[src/rtl/dcache_evict_reader.sv]
// dcache_evict_reader
// -------------------
// Read-side master for one dcache way data RAM. An accepted eviction reads
// the 64B line as two 32B half-line reads (low half, then high half),
// buffers both halves and streams them to the writeback interface as two
// valid/ready beats. Any half-line read flagged by the RAM read/write
// conflict output is re-issued in the following cycle.
//
// Optional build macro: DCACHE_EVICT_EARLY_SEND_EN
//   Defined   : the low beat is already offered in CAP_HI, while the high
//               half is being captured, saving one cycle per eviction.
//   Undefined : beats are offered only in SEND_LO / SEND_HI.
//
// Ports
//   clk_i             clock
//   rst_i             synchronous active-high reset
//   evict_req_i       eviction request
//   evict_addr_i      line address, bits [WORD_SEL+1:0] ignored
//   evict_ack_o       request accepted this cycle (IDLE only)
//   busy_o            eviction in progress
//   rd_en_o           RAM read enable (registered)
//   rd_addr_o         RAM read address (registered)
//   rd_wr_conflict_i  RAM conflict flag for the read issued this cycle
//   rd_half_data_i    RAM read data, valid one cycle after rd_en_o
//   wb_valid_o        writeback beat valid
//   wb_ready_i        writeback sink ready
//   wb_addr_o         beat address (line base, half bit = beat index)
//   wb_data_o         beat data
//   wb_last_o         high on the high-half beat
module dcache_evict_reader #(
   parameter int AWT           = 32,
   parameter int WORD_SEL      = 4,
   parameter int ENTRY_SEL     = 7,
   parameter int HALF_LINE_DWT = 256
) (
   input  logic                     clk_i,
   input  logic                     rst_i,
   input  logic                     evict_req_i,
   input  logic [AWT-1:0]           evict_addr_i,
   output logic                     evict_ack_o,
   output logic                     busy_o,
   output logic                     rd_en_o,
   output logic [AWT-1:0]           rd_addr_o,
   input  logic                     rd_wr_conflict_i,
   input  logic [HALF_LINE_DWT-1:0] rd_half_data_i,
   output logic                     wb_valid_o,
   input  logic                     wb_ready_i,
   output logic [AWT-1:0]           wb_addr_o,
   output logic [HALF_LINE_DWT-1:0] wb_data_o,
   output logic                     wb_last_o
);

   localparam int HALF_BIT = WORD_SEL + 1;

   // The line index field must fit inside the address.
   if (ENTRY_SEL + WORD_SEL + 2 > AWT) begin : g_bad_cfg
      $error("dcache_evict_reader: line index does not fit in AWT");
   end

   typedef enum logic [2:0] {
      S_IDLE,
      S_RD_LO,
      S_RD_HI,
      S_CAP_HI,
      S_SEND_LO,
      S_SEND_HI
   } state_t;

   state_t                   r_state;
   state_t                   w_state_next;
   logic [AWT-1:0]           r_base;
   logic [AWT-1:0]           w_base_next;
   logic                     r_rd_en;
   logic [AWT-1:0]           r_rd_addr;
   logic [AWT-1:0]           w_rd_addr_next;
   logic                     w_rd_next;
   // Set when the read issued last cycle was not conflicted, i.e. the data
   // on rd_half_data_i this cycle is a good result for that half.
   logic                     r_cap_lo;
   logic                     r_cap_hi;
   logic [HALF_LINE_DWT-1:0] r_buf0;
   logic [HALF_LINE_DWT-1:0] r_buf1;
   logic                     r_buf0_vld;
   logic                     r_buf1_vld;
   logic                     w_ack;
   logic                     w_wb_valid;
   logic                     w_wb_half;
   logic [AWT-1:0]           w_wb_addr;
   logic                     w_unused;

   assign w_unused = ^evict_addr_i[WORD_SEL+1:0];

   always_comb begin
      w_state_next = r_state;
      w_ack        = 1'b0;
      w_wb_valid   = 1'b0;
      w_wb_half    = 1'b0;
      case (r_state)
         S_IDLE: begin
            if (evict_req_i && !rst_i) begin
               w_ack        = 1'b1;
               w_state_next = S_RD_LO;
            end
         end
         S_RD_LO: begin
            if (!rd_wr_conflict_i) w_state_next = S_RD_HI;
         end
         S_RD_HI: begin
            if (!rd_wr_conflict_i) w_state_next = S_CAP_HI;
         end
         S_CAP_HI: begin
`ifdef DCACHE_EVICT_EARLY_SEND_EN
            // buf0 is always captured by now; the flag keeps the low beat
            // from ever being offered ahead of its data.
            w_wb_valid = r_buf0_vld;
            if (r_buf0_vld && wb_ready_i) w_state_next = S_SEND_HI;
            else                          w_state_next = S_SEND_LO;
`else
            w_state_next = S_SEND_LO;
`endif
         end
         S_SEND_LO: begin
            w_wb_valid = 1'b1;
            if (wb_ready_i) w_state_next = S_SEND_HI;
         end
         S_SEND_HI: begin
            w_wb_valid = 1'b1;
            w_wb_half  = 1'b1;
            if (wb_ready_i) w_state_next = S_IDLE;
         end
         default: w_state_next = S_IDLE;
      endcase

      w_base_next = r_base;
      if (w_ack) w_base_next = {evict_addr_i[AWT-1:WORD_SEL+2], {(WORD_SEL+2){1'b0}}};

      // Read port is registered from the next state so it lines up with
      // RD_LO / RD_HI without a combinational path to the RAM.
      w_rd_next      = (w_state_next == S_RD_LO) || (w_state_next == S_RD_HI);
      w_rd_addr_next = '0;
      if (w_rd_next) begin
         w_rd_addr_next           = w_base_next;
         w_rd_addr_next[HALF_BIT] = (w_state_next == S_RD_HI);
      end

      w_wb_addr           = r_base;
      w_wb_addr[HALF_BIT] = w_wb_half;
   end

   always_ff @(posedge clk_i) begin
      if (rst_i) begin
         r_state    <= S_IDLE;
         r_base     <= '0;
         r_rd_en    <= 1'b0;
         r_rd_addr  <= '0;
         r_cap_lo   <= 1'b0;
         r_cap_hi   <= 1'b0;
         r_buf0     <= '0;
         r_buf1     <= '0;
         r_buf0_vld <= 1'b0;
         r_buf1_vld <= 1'b0;
      end else begin
         r_state   <= w_state_next;
         r_base    <= w_base_next;
         r_rd_en   <= w_rd_next;
         r_rd_addr <= w_rd_addr_next;
         r_cap_lo  <= (r_state == S_RD_LO) && !rd_wr_conflict_i;
         r_cap_hi  <= (r_state == S_RD_HI) && !rd_wr_conflict_i;
         // Each good read is captured exactly once: the cap flags last one
         // cycle and a conflicted retry clears them.
         if (r_state == S_RD_HI && r_cap_lo) begin
            r_buf0     <= rd_half_data_i;
            r_buf0_vld <= 1'b1;
         end
         if (r_state == S_CAP_HI && r_cap_hi) begin
            r_buf1     <= rd_half_data_i;
            r_buf1_vld <= 1'b1;
         end
         if (r_state == S_SEND_HI && wb_ready_i) begin
            r_buf0_vld <= 1'b0;
            r_buf1_vld <= 1'b0;
         end
      end
   end

   assign evict_ack_o = w_ack;
   assign busy_o      = (r_state != S_IDLE);
   assign rd_en_o     = r_rd_en;
   assign rd_addr_o   = r_rd_addr;
   assign wb_valid_o  = w_wb_valid;
   assign wb_last_o   = w_wb_valid & w_wb_half;
   assign wb_addr_o   = w_wb_valid ? w_wb_addr : '0;
   assign wb_data_o   = !w_wb_valid ? '0 : (w_wb_half ? r_buf1 : r_buf0);

endmodule

[config.mk]
export PLATFORM = sky130hd
export DESIGN_NAME = dcache_evict_reader
export DESIGN_NICKNAME = d
export VERILOG_FILES = /design/src/rtl/dcache_evict_reader.sv
export SDC_FILE = /design/constraint.sdc
export NUM_CORES = 2
export LEC_CHECK = 0
export CAP_MARGIN = 20
export CORE_AREA = 2 2 242 244
export CTS_BUF_LIST = sky130_fd_sc_hd__clkbuf_8
export CTS_CLUSTER_SIZE = 8
export DETAILED_ROUTE_END_ITERATION = 16
export DIE_AREA = 0 0 244 246
export PLACE_DENSITY = 0.67
export SLEW_MARGIN = 5
export SYNTH_ARGS = -nofsm -noshare
export SYNTH_HDL_FRONTEND = slang
export SYNTH_SLANG_ARGS = --single-unit
export TNS_END_PERCENT = 5
[constraint.sdc]
create_clock -name clk_i -period 2.2 [get_ports clk_i]
set_input_delay 0.55 -clock clk_i [delete_from_list [all_inputs] [get_ports clk_i]]
set_output_delay 0.55 -clock clk_i [all_outputs]
set_load 0.005 [all_outputs]
## Word-level counts from Yosys, hierarchy flattened

Index checks and enable logic that the tools add are counted.

| word-level totals | value |
|---|---|
| input bits | 293 |
| logic and storage cells | 43 |
| register bits | 581 |
| output and inout port bits | 325 |

| cells by class | value |
|---|---|
| multiplexer cells | 14 |
| reductions and logical operators | 12 |
| bitwise operators | 2 |
| equality and inequality tests | 7 |

Operators with widths:

| cell | number |
|---|---|
| 256-bit two-way mux | 2 |
| 32-bit two-way mux | 2 |
| 3-bit case mux with 6 select lines | 1 |
| 3-bit two-way mux | 5 |
| 3-bit by 2-bit == test with 1-bit output (second input constant) | 3 |
| 3-bit by 1-bit == test with 1-bit output (second input constant) | 2 |
| 3-bit == test (second input constant) | 2 |
| 1-bit logical AND | 5 |
| 1-bit two-way mux | 4 |
| 2-bit OR reduction | 2 |
| 3-bit zero test | 1 |
| 3-bit nonzero test | 1 |
| 1-bit zero test | 2 |
| 1-bit AND | 1 |
| 1-bit logical OR | 1 |
| 1-bit NOT | 1 |

## Longest topological paths before layout

Gate-level depths: netlist of run 1.

| depth | value |
|---|---|
| word-level depth | 8 |
| mapped depth | 7 |
| mapped depth without buffers | 3 |

## Least setup slack after synthesis of run 1

No wires, ideal clock.

| timing | value |
|---|---|
| path kind | register to output |
| start | register r_state[1] |
| end | output wb_data_o[150] |
| path slack | 0.321 ns |
| arrival time | 1.329 ns |
| stages on the path, launching flop included | 7 |
| required time | 1.650 ns |
| cell sequence | dfxtp_1 -> nor2b_1 -> and2_1 -> buf_2 -> buf_2 -> buf_2 -> a22o_1 |

| between the ends | value |
|---|---|
| longest elaborated chain between the ends | 4 |
| elaborated cells between the ends (all ways) | 7 |
| those cells by class | eq/ne (2); mux (4); reduce/logical (1) |

RTL lines:

| element | line | text |
|---|---|---|
| from (decl) | 69 | `state_t r_state;` |
| from (signal assigned) | 163 | `r_state <= w_state_next;` |
| 3-bit == test | 98 | `case (r_state)` |
| 1-bit two-way mux / 2-bit OR reduction (equally long branches) | - |  |
| 256-bit two-way mux / 1-bit two-way mux (equally long branches) | 193, 98 |  |
| 256-bit two-way mux * | 193 | `assign wb_data_o = !w_wb_valid ? '0 : (w_wb_half ? r_buf1 : r_buf0);` |
| to (decl) | 49 | `output logic [HALF_LINE_DWT-1:0] wb_data_o,` |

Mark *: on every way between the ends. The rest lies on a longest branch, timed or not.

## Worst setup path after layout of run 1

| timing | value |
|---|---|
| start | register r_state[0] |
| end | output wb_data_o[146] |

The elaborated chain is that of the path after synthesis.

==> key figures, run 1 <==
Timing
  – Unrepaired setup endpoints after global routing: yes
  – Endpoints failing setup: 292
  – WHS: 0.246 ns
  – Final hold violations: 0
  – Max Fclk: around 0.36 GHz
  – Slack of the critical path: -0.608 ns
  – Worst-Margin Slew: 1.24 ns
  – Worst clock skew: 0.0329 ns
  – Normalized max-slew margin: 17.1%
  – Final min period: 2.81 ns
  – Slew Viols, Final: 0
  – Final Cycle Share: 128%

Cells and area
  – Commonest non-fill, non-tap cell in the layout: nand2_1
  – Sequential cell area: 11600 µm²
  – Nets: 3713
  – Layout area overhead: 42.0%
  – Footprint of the multi-input gates: slightly below 10000 µm²
  – Fill cells: 5138
  – Leading cell types in the layout, fill and taps excluded: nand2_1, dfxtp_1, a21oi_1, clkdlybuf4s50_1, a22o_1
  – Share of layout cells above drive strength 1: 16.9%

Critical path
  – Worst Path Required: 1.65 ns
  – Slowest cell on crit path: dfxtp_4
  – Arr. time, crit path: around 2.3 ns
  – Crit path largest cell delay: between 0.3 and 0.4 ns
  – Setup crit end kind: output port
  – Reg2reg end: r_buf0[235]
  – Startpoint Class: flip-flop
  – R2R cell count: 6
  – Worst path cell trace: nor2b_4 -> and2_4 -> buf_12 -> buf_16 -> buf_6 -> buf_12 -> a22o_1 -> buf_6
  – Reg2Reg Setup Slack: 0.25 ns
  – Crit Path Max Fanout: 8
  – Kind of critical path: flip-flop to output port
  – Reg-to-Reg Start: r_state[2]

Synth
  – Post-synthesis sequential area ratio: 51.6%
  – #FFs+latches synth: 581
  – Syn nets: between 3000 and 4000
  – Synth async-reset ratio: 0%
  – Synth area leader: dfxtp_1
  – Top cells by area, synth: dfxtp_1, nand2_1, a21oi_1
  – Syn Area/Cell: 8.10 µm²
  – Syn Inst Count: roughly 2800
  – Cell area after synthesis: 22500 µm²
  – Netlist cell types: 29
  – Ys Warns: 0
  – Number of synthesized flops with an enable pin: 0
  – Top FF cell, synth: dfxtp_1
  – Top-area cell type share of the netlist area: 51.6%

Pwr
  – Overall Power: 21700 µW
  – Clk pwr share: 44.1%
  – Leak: 0.0125 µW
  – Comb power frac: 6.6%
  – Pwr/cell area: 678 nW/µm²
  – Sequential power share: 49.3%
  – NetSw: 5070 µW
  – Maximum VDD drop: 0.545 mV
  – Switch share: 23.4%
  – Int Pwr: 16600 µW

Die
  – Starting density of the core: 39.3%
  – IO Pins: 618
  – DIE WIDTH: 244 µm
  – Die Y: approximately 250 µm
  – Rows: slightly below 90
  – Floorplan core area: about 57000 µm²
  – Die ar.: 60000 µm²

Drt
  – Drt wl/cell: 19.1 µm
  – Initial drt markers: 1335
  – Total wire length: 81500 µm
  – Drt pass-1 iters: 5
  – Via density: 5.27
  – Routed via count: about 23000
  – Post-route ant nets: 0
  – Detailed-route DRC error count: 0

Status
  – Status: complete, but fails checks
  – Failing checks: setup timing

Clock network
  – Clock root cell: clkbuf_8
  – H-tree depth: 3
  – Clock Path Buffers: 3
  – Clock sink count: about 580
  – Worst-Skew Late Latency: 0.69 ns
  – Post-cts hold buffer count: 0
  – CTS Buf Count: 100
  – Reg clk slew, reported paths: 0.05 ns
  – TritonCTS clock tree: yes

Place
  – I/O Buffers: between 600 and 700
  – Hpwl dp: between 50000 and 60000 µm
  – Setup WS pre-CTS: -0.567 ns
  – Final RePlAce weighted congestion: ~0.84

GRT
  – Global-route wire length before repair: 122000 µm
  – M1 GR Usage: 28.9%
  – Met3 usage: under 10%
  – Vias in the first global route: 22170
  – Congestion Overflow GR: 0
  – Busiest grt layer: met2
  – Largest net degree at the start of global routing: roughly 220
  – GRT Overall Usage: about 26%
  – Met2 Resource Use GR: a little over two fifths
  – Initial antenna violation count: 21

Job
  – MaxCap Viol Count: 0

Hold path
  – Hold path endpoint: r_state[1]
  – Min-Delay Startpoint: rst_i
  – HP Class: primary input to flip-flop
  – WHS Path Cells: 3
## power groups by stage
stage	Clock, µW	Combinational [µW]	Sequential (µW)
CTS	9770	1400	10700
global route	10300	1530	10700
detailed placement	0	1330	10900
global placement	0	1300	10900
finish	9550	1440	10700
floorplan	0	448	10900
## cells by family (layout without fill, tap and decap cells)
kind of cell,Yosys count,in the layout,share of synthesized area (%)
simple gates,1149,1149,20.0
other cells,0,17,0
buf+inv,247,960,5.59
mux,33,33,1.47
flops,581,581,51.6
compound gates,769,769,21.3
## worst max path at each step
stage / from / to / slack, ns / cells after the start
after global placement: evict_req_i / evict_ack_o / -0.62 / 5
after detailed placement: evict_req_i / evict_ack_o / -0.57 / 5
final: r_state[0] / wb_data_o[146] / -0.61 / 8
after CTS: r_state[0] / wb_data_o[26] / -0.85 / 6
after global routing: r_state[0] / wb_data_o[214] / -0.71 / 8
after floorplan: r_state[1] / wb_data_o[150] / 0.32 / 6
## layout make-up
class / count / area share (%)
antenna: 17 / 0.133
multi-input combinational: 1951 / 30.4
clock inverter: 50 / 0.779
tap: 765 / 2.99
sequential: 581 / 36.4
clock buffer: 124 / 5.34
timing repair buffer: 784 / 23.9
inverter: 2 / 0.0391
## worst max-delay path, delay by kind of cell, from the launching register on
kind,cells,cell delay (ns)
and+or+nand+nor,2,0.31
buffers and inverters,5,0.68
DFF,1,0.36
AOI/OAI and AO/OA,1,0.23
## cell usage after synthesis, types with 2 or more instances
| cell | instances |
|---|---|
| nand2_1 | 1025 |
| nor2b_1 | 2 |
| nand2b_1 | 6 |
| buf_6 | 2 |
| and2_1 | 42 |
| or3_1 | 2 |
| clkbuf_1 | 86 |
| inv_1 | 2 |
| a22o_1 | 250 |
| nand3b_1 | 3 |
| buf_2 | 85 |
| buf_1 | 16 |
| nor2_1 | 59 |
| a21oi_1 | 516 |
| buf_4 | 56 |
| mux2i_1 | 33 |
| nor3_1 | 2 |
| dfxtp_1 | 581 |
## metrics by stage
step           setup TNS (ns)  util [%]  area, µm²  instances
2_1_floorplan               0         -      22500       2779
3_3_place_gp           -50.64      51.9      29800       4010
3_5_place_dp           -56.38      51.9      29800       4010
4_1_cts               -181.63      55.8      32000       4225
5_1_grt               -169.72      55.7      32000       4274
6_report              -135.83      55.7      32000       4274
## metal layers
metal	vias to the layer above	part of all wire, %
met1	10776	38
met5	-	0.066
met2	890	49
met4	8	5.0
met3	234	7.7
li1	10598	-
## timing repair
item / in CTS / in global routing
pin swaps: 84 / 61
setup endpoints to repair: 294 / 294
gates resized for setup: 719 / 360
gates cloned: 12 / 10
setup buffers: 30 / 30
## state kept, by name, indices dropped and copies added, names as in the netlist
signal     flops
r_buf0       256
r_buf1       256
rd_addr_o     32
r_base        31
r_state        3
r_cap_hi       1
r_cap_lo       1
rd_en_o        1
(Power assumes the default switching activity.)
==> run 2, diff against run 1 <==
--- a/config.mk
+++ b/config.mk
@@ -11,6 +11,7 @@
 export CTS_CLUSTER_SIZE = 8
 export DETAILED_ROUTE_END_ITERATION = 16
 export DIE_AREA = 0 0 244 246
+export MAX_ROUTING_LAYER = met4
 export PLACE_DENSITY = 0.67
 export SLEW_MARGIN = 5
 export SYNTH_ARGS = -nofsm -noshare
==> run 2 against run 1 <==
The flow still finishes with violations (setup timing). Combinational power about the same. Register-to-register slack barely moved. Non-clock buffer count increased by 2. Largest cell class unchanged. Total power rose by 0.12%. Hold slack better by 0.0088 ns.
==> key figures, run 2 (synthesized netlist as in run 1, its figures left out) <==
Cells and area
  – Post-route cell area: 32000 µm²
  – Leading cell types in the layout, fill and taps excluded: nand2_1, dfxtp_1, a21oi_1, clkdlybuf4s50_1, a22o_1
  – Finished Core Util: between 50 and 60%
  – Layout area overhead: 42.2%
  – Commonest non-fill, non-tap cell in the layout: nand2_1
  – Nets: 3715
  – Share of layout cells above drive strength 1: 16.9%

Drt
  – Detailed-route DRC error count: 0
  – Drt pass-1 iters: 5
  – Post-route ant nets: 0
  – Via density: 5.25
  – Total wire length: ~82000 µm
  – Drt wl/cell: between 15 and 20 µm
  – Initial drt markers: 1362
  – Routed via count: 22485

Job
  – MaxCap Viol Count: 0

Timing
  – Slack of the critical path: -0.606 ns
  – Endpoints failing setup: approximately 290
  – Final min period: 2.81 ns
  – Normalized max-slew margin: between 10% and 20%
  – Worst clock skew: roughly 0.033 ns
  – Worst-Margin Slew: 1.21 ns
  – Final hold violations: 0
  – Unrepaired setup endpoints after global routing: yes
  – Slew Viols, Final: 0
  – Max Fclk: between 0.3 and 0.4 GHz
  – Final Cycle Share: 128%

Pwr
  – Sequential power share: 49.3%
  – Comb power frac: 6.6%
  – Int Pwr: 16600 µW
  – Leak: 0.0125 µW
  – Pwr/cell area: 677 nW/µm²
  – Switch share: a little under a quarter
  – Clk pwr share: 44.1%
  – Maximum VDD drop: about 0.55 mV
  – NetSw: slightly above 5000 µW

Die
  – Floorplan core area: 57400 µm²
  – Starting density of the core: about two fifths
  – DIE WIDTH: roughly 240 µm
  – Die ar.: 60000 µm²
  – Rows: 88
  – IO Pins: 618
  – Die Y: between 200 and 250 µm

Critical path
  – Arr. time, crit path: approximately 2.3 ns
  – Worst Path Required: around 1.7 ns
  – Kind of critical path: flip-flop to output port
  – Crit Path Max Fanout: 15
  – Setup crit end kind: output port
  – Startpoint Class: flip-flop

Status
  – Status: complete, but fails checks
  – Failing checks: setup timing

Place
  – Area after DPL: 29800 µm²
  – I/O Buffers: 611
  – Final RePlAce weighted congestion: 0.849
  – Hpwl dp: ~52000 µm

GRT
  – GRT Overall Usage: 26.3%
  – Congestion Overflow GR: 0
  – Vias in the first global route: 22192
  – Global-route wire length before repair: 122000 µm
  – Largest net degree at the start of global routing: 218
  – Initial antenna violation count: 21

Clock network
  – Clock Path Buffers: 3
  – CTS Buf Count: 100
  – Post-cts hold buffer count: 0
  – Clock root cell: clkbuf_8
  – H-tree depth: 3
  – TritonCTS clock tree: yes
  – Clock sink count: 581
  – Reg clk slew, reported paths: 0.05 ns
  – Worst-Skew Late Latency: 0.69 ns

Hold path
  – HP Class: primary input to flip-flop
## run 2: cell type report
type | instances | area, µm²
multi-input cells | 1951 | 9730
clock buffers | 124 | 1710
repair buffers | 786 | 7670
flip-flops and latches | 581 | 11600
diodes | 22 | 55.1
clock inverters | 50 | 249
fillers | 5129 | 25300
inverters | 2 | 12.5
well taps | 765 | 957
## run 2: timing repair
| item | 4_1_cts | 5_1_grt |
|---|---|---|
| hold endpoints to repair | 0 | 0 |
| setup endpoints to repair | 294 | 294 |
| setup buffers | 30 | 30 |
| cloned | 12 | 12 |
| gates resized for setup | 719 | 367 |
| pin swaps | 84 | 57 |
## run 2: per-layer routing
layer  wire, µm  GRT usage (%)
met5          0              -
met4       3820           13.8
met3       6190           7.20
met2      40100           43.0
met1      31700           29.4
## run 2: final timing paths
check	start	end	slack [ns]	cells after the start
worst min-delay path	rst_i	r_state[1]	0.25	3
worst max-delay path	r_state[0]	wb_data_o[242]	-0.61	8
worst max register to register	r_state[2]	r_buf0[171]	0.24	6
worst min register to register	r_buf0[95]	r_buf0[95]	0.45	2
## run 2: power groups by stage
stage	Clock, µW	Combinational (µW)	Sequential, µW
6_report	9570	1440	10700
5_1_grt	10300	1530	10700
4_1_cts	9770	1400	10700
3_5_place_dp	0	1330	10900
3_3_place_gp	0	1300	10900
2_1_floorplan	0	448	10900
## run 2: metrics by stage
stage / instances / hold slack (ns) / total power (µW) / worst slack (ns) / setup TNS (ns)
after global placement: 4010 / 0.441 / 12200 / -0.616 / -50.64
final: 4281 / 0.254 / 21700 / -0.606 / -134.49
after global routing: 4281 / 0.209 / 22500 / -0.724 / -172.03
after CTS: 4225 / 0.168 / 21900 / -0.851 / -181.63
after detailed placement: 4010 / 0.446 / 12200 / -0.567 / -56.38
after floorplan: 2779 / 0.435 / 11300 / 0.321 / 0
## run 2: worst max-delay path, stage by stage (launching register included)
cell and delay (ns):
dfxtp_4 0.36, nor2b_4 0.13, and2_4 0.18, buf_12 0.14
buf_12 0.13, buf_12 0.14, buf_4 0.15, a22o_1 0.22
buf_2 0.13
==> run 3, diff against run 2 <==
--- a/config.mk
+++ b/config.mk
@@ -11,7 +11,6 @@
 export CTS_CLUSTER_SIZE = 8
 export DETAILED_ROUTE_END_ITERATION = 16
 export DIE_AREA = 0 0 244 246
-export MAX_ROUTING_LAYER = met4
 export PLACE_DENSITY = 0.67
 export SLEW_MARGIN = 5
 export SYNTH_ARGS = -nofsm -noshare
==> results of run 3 <==
The final DEF is identical to that of run 1; final timing and power are the same.
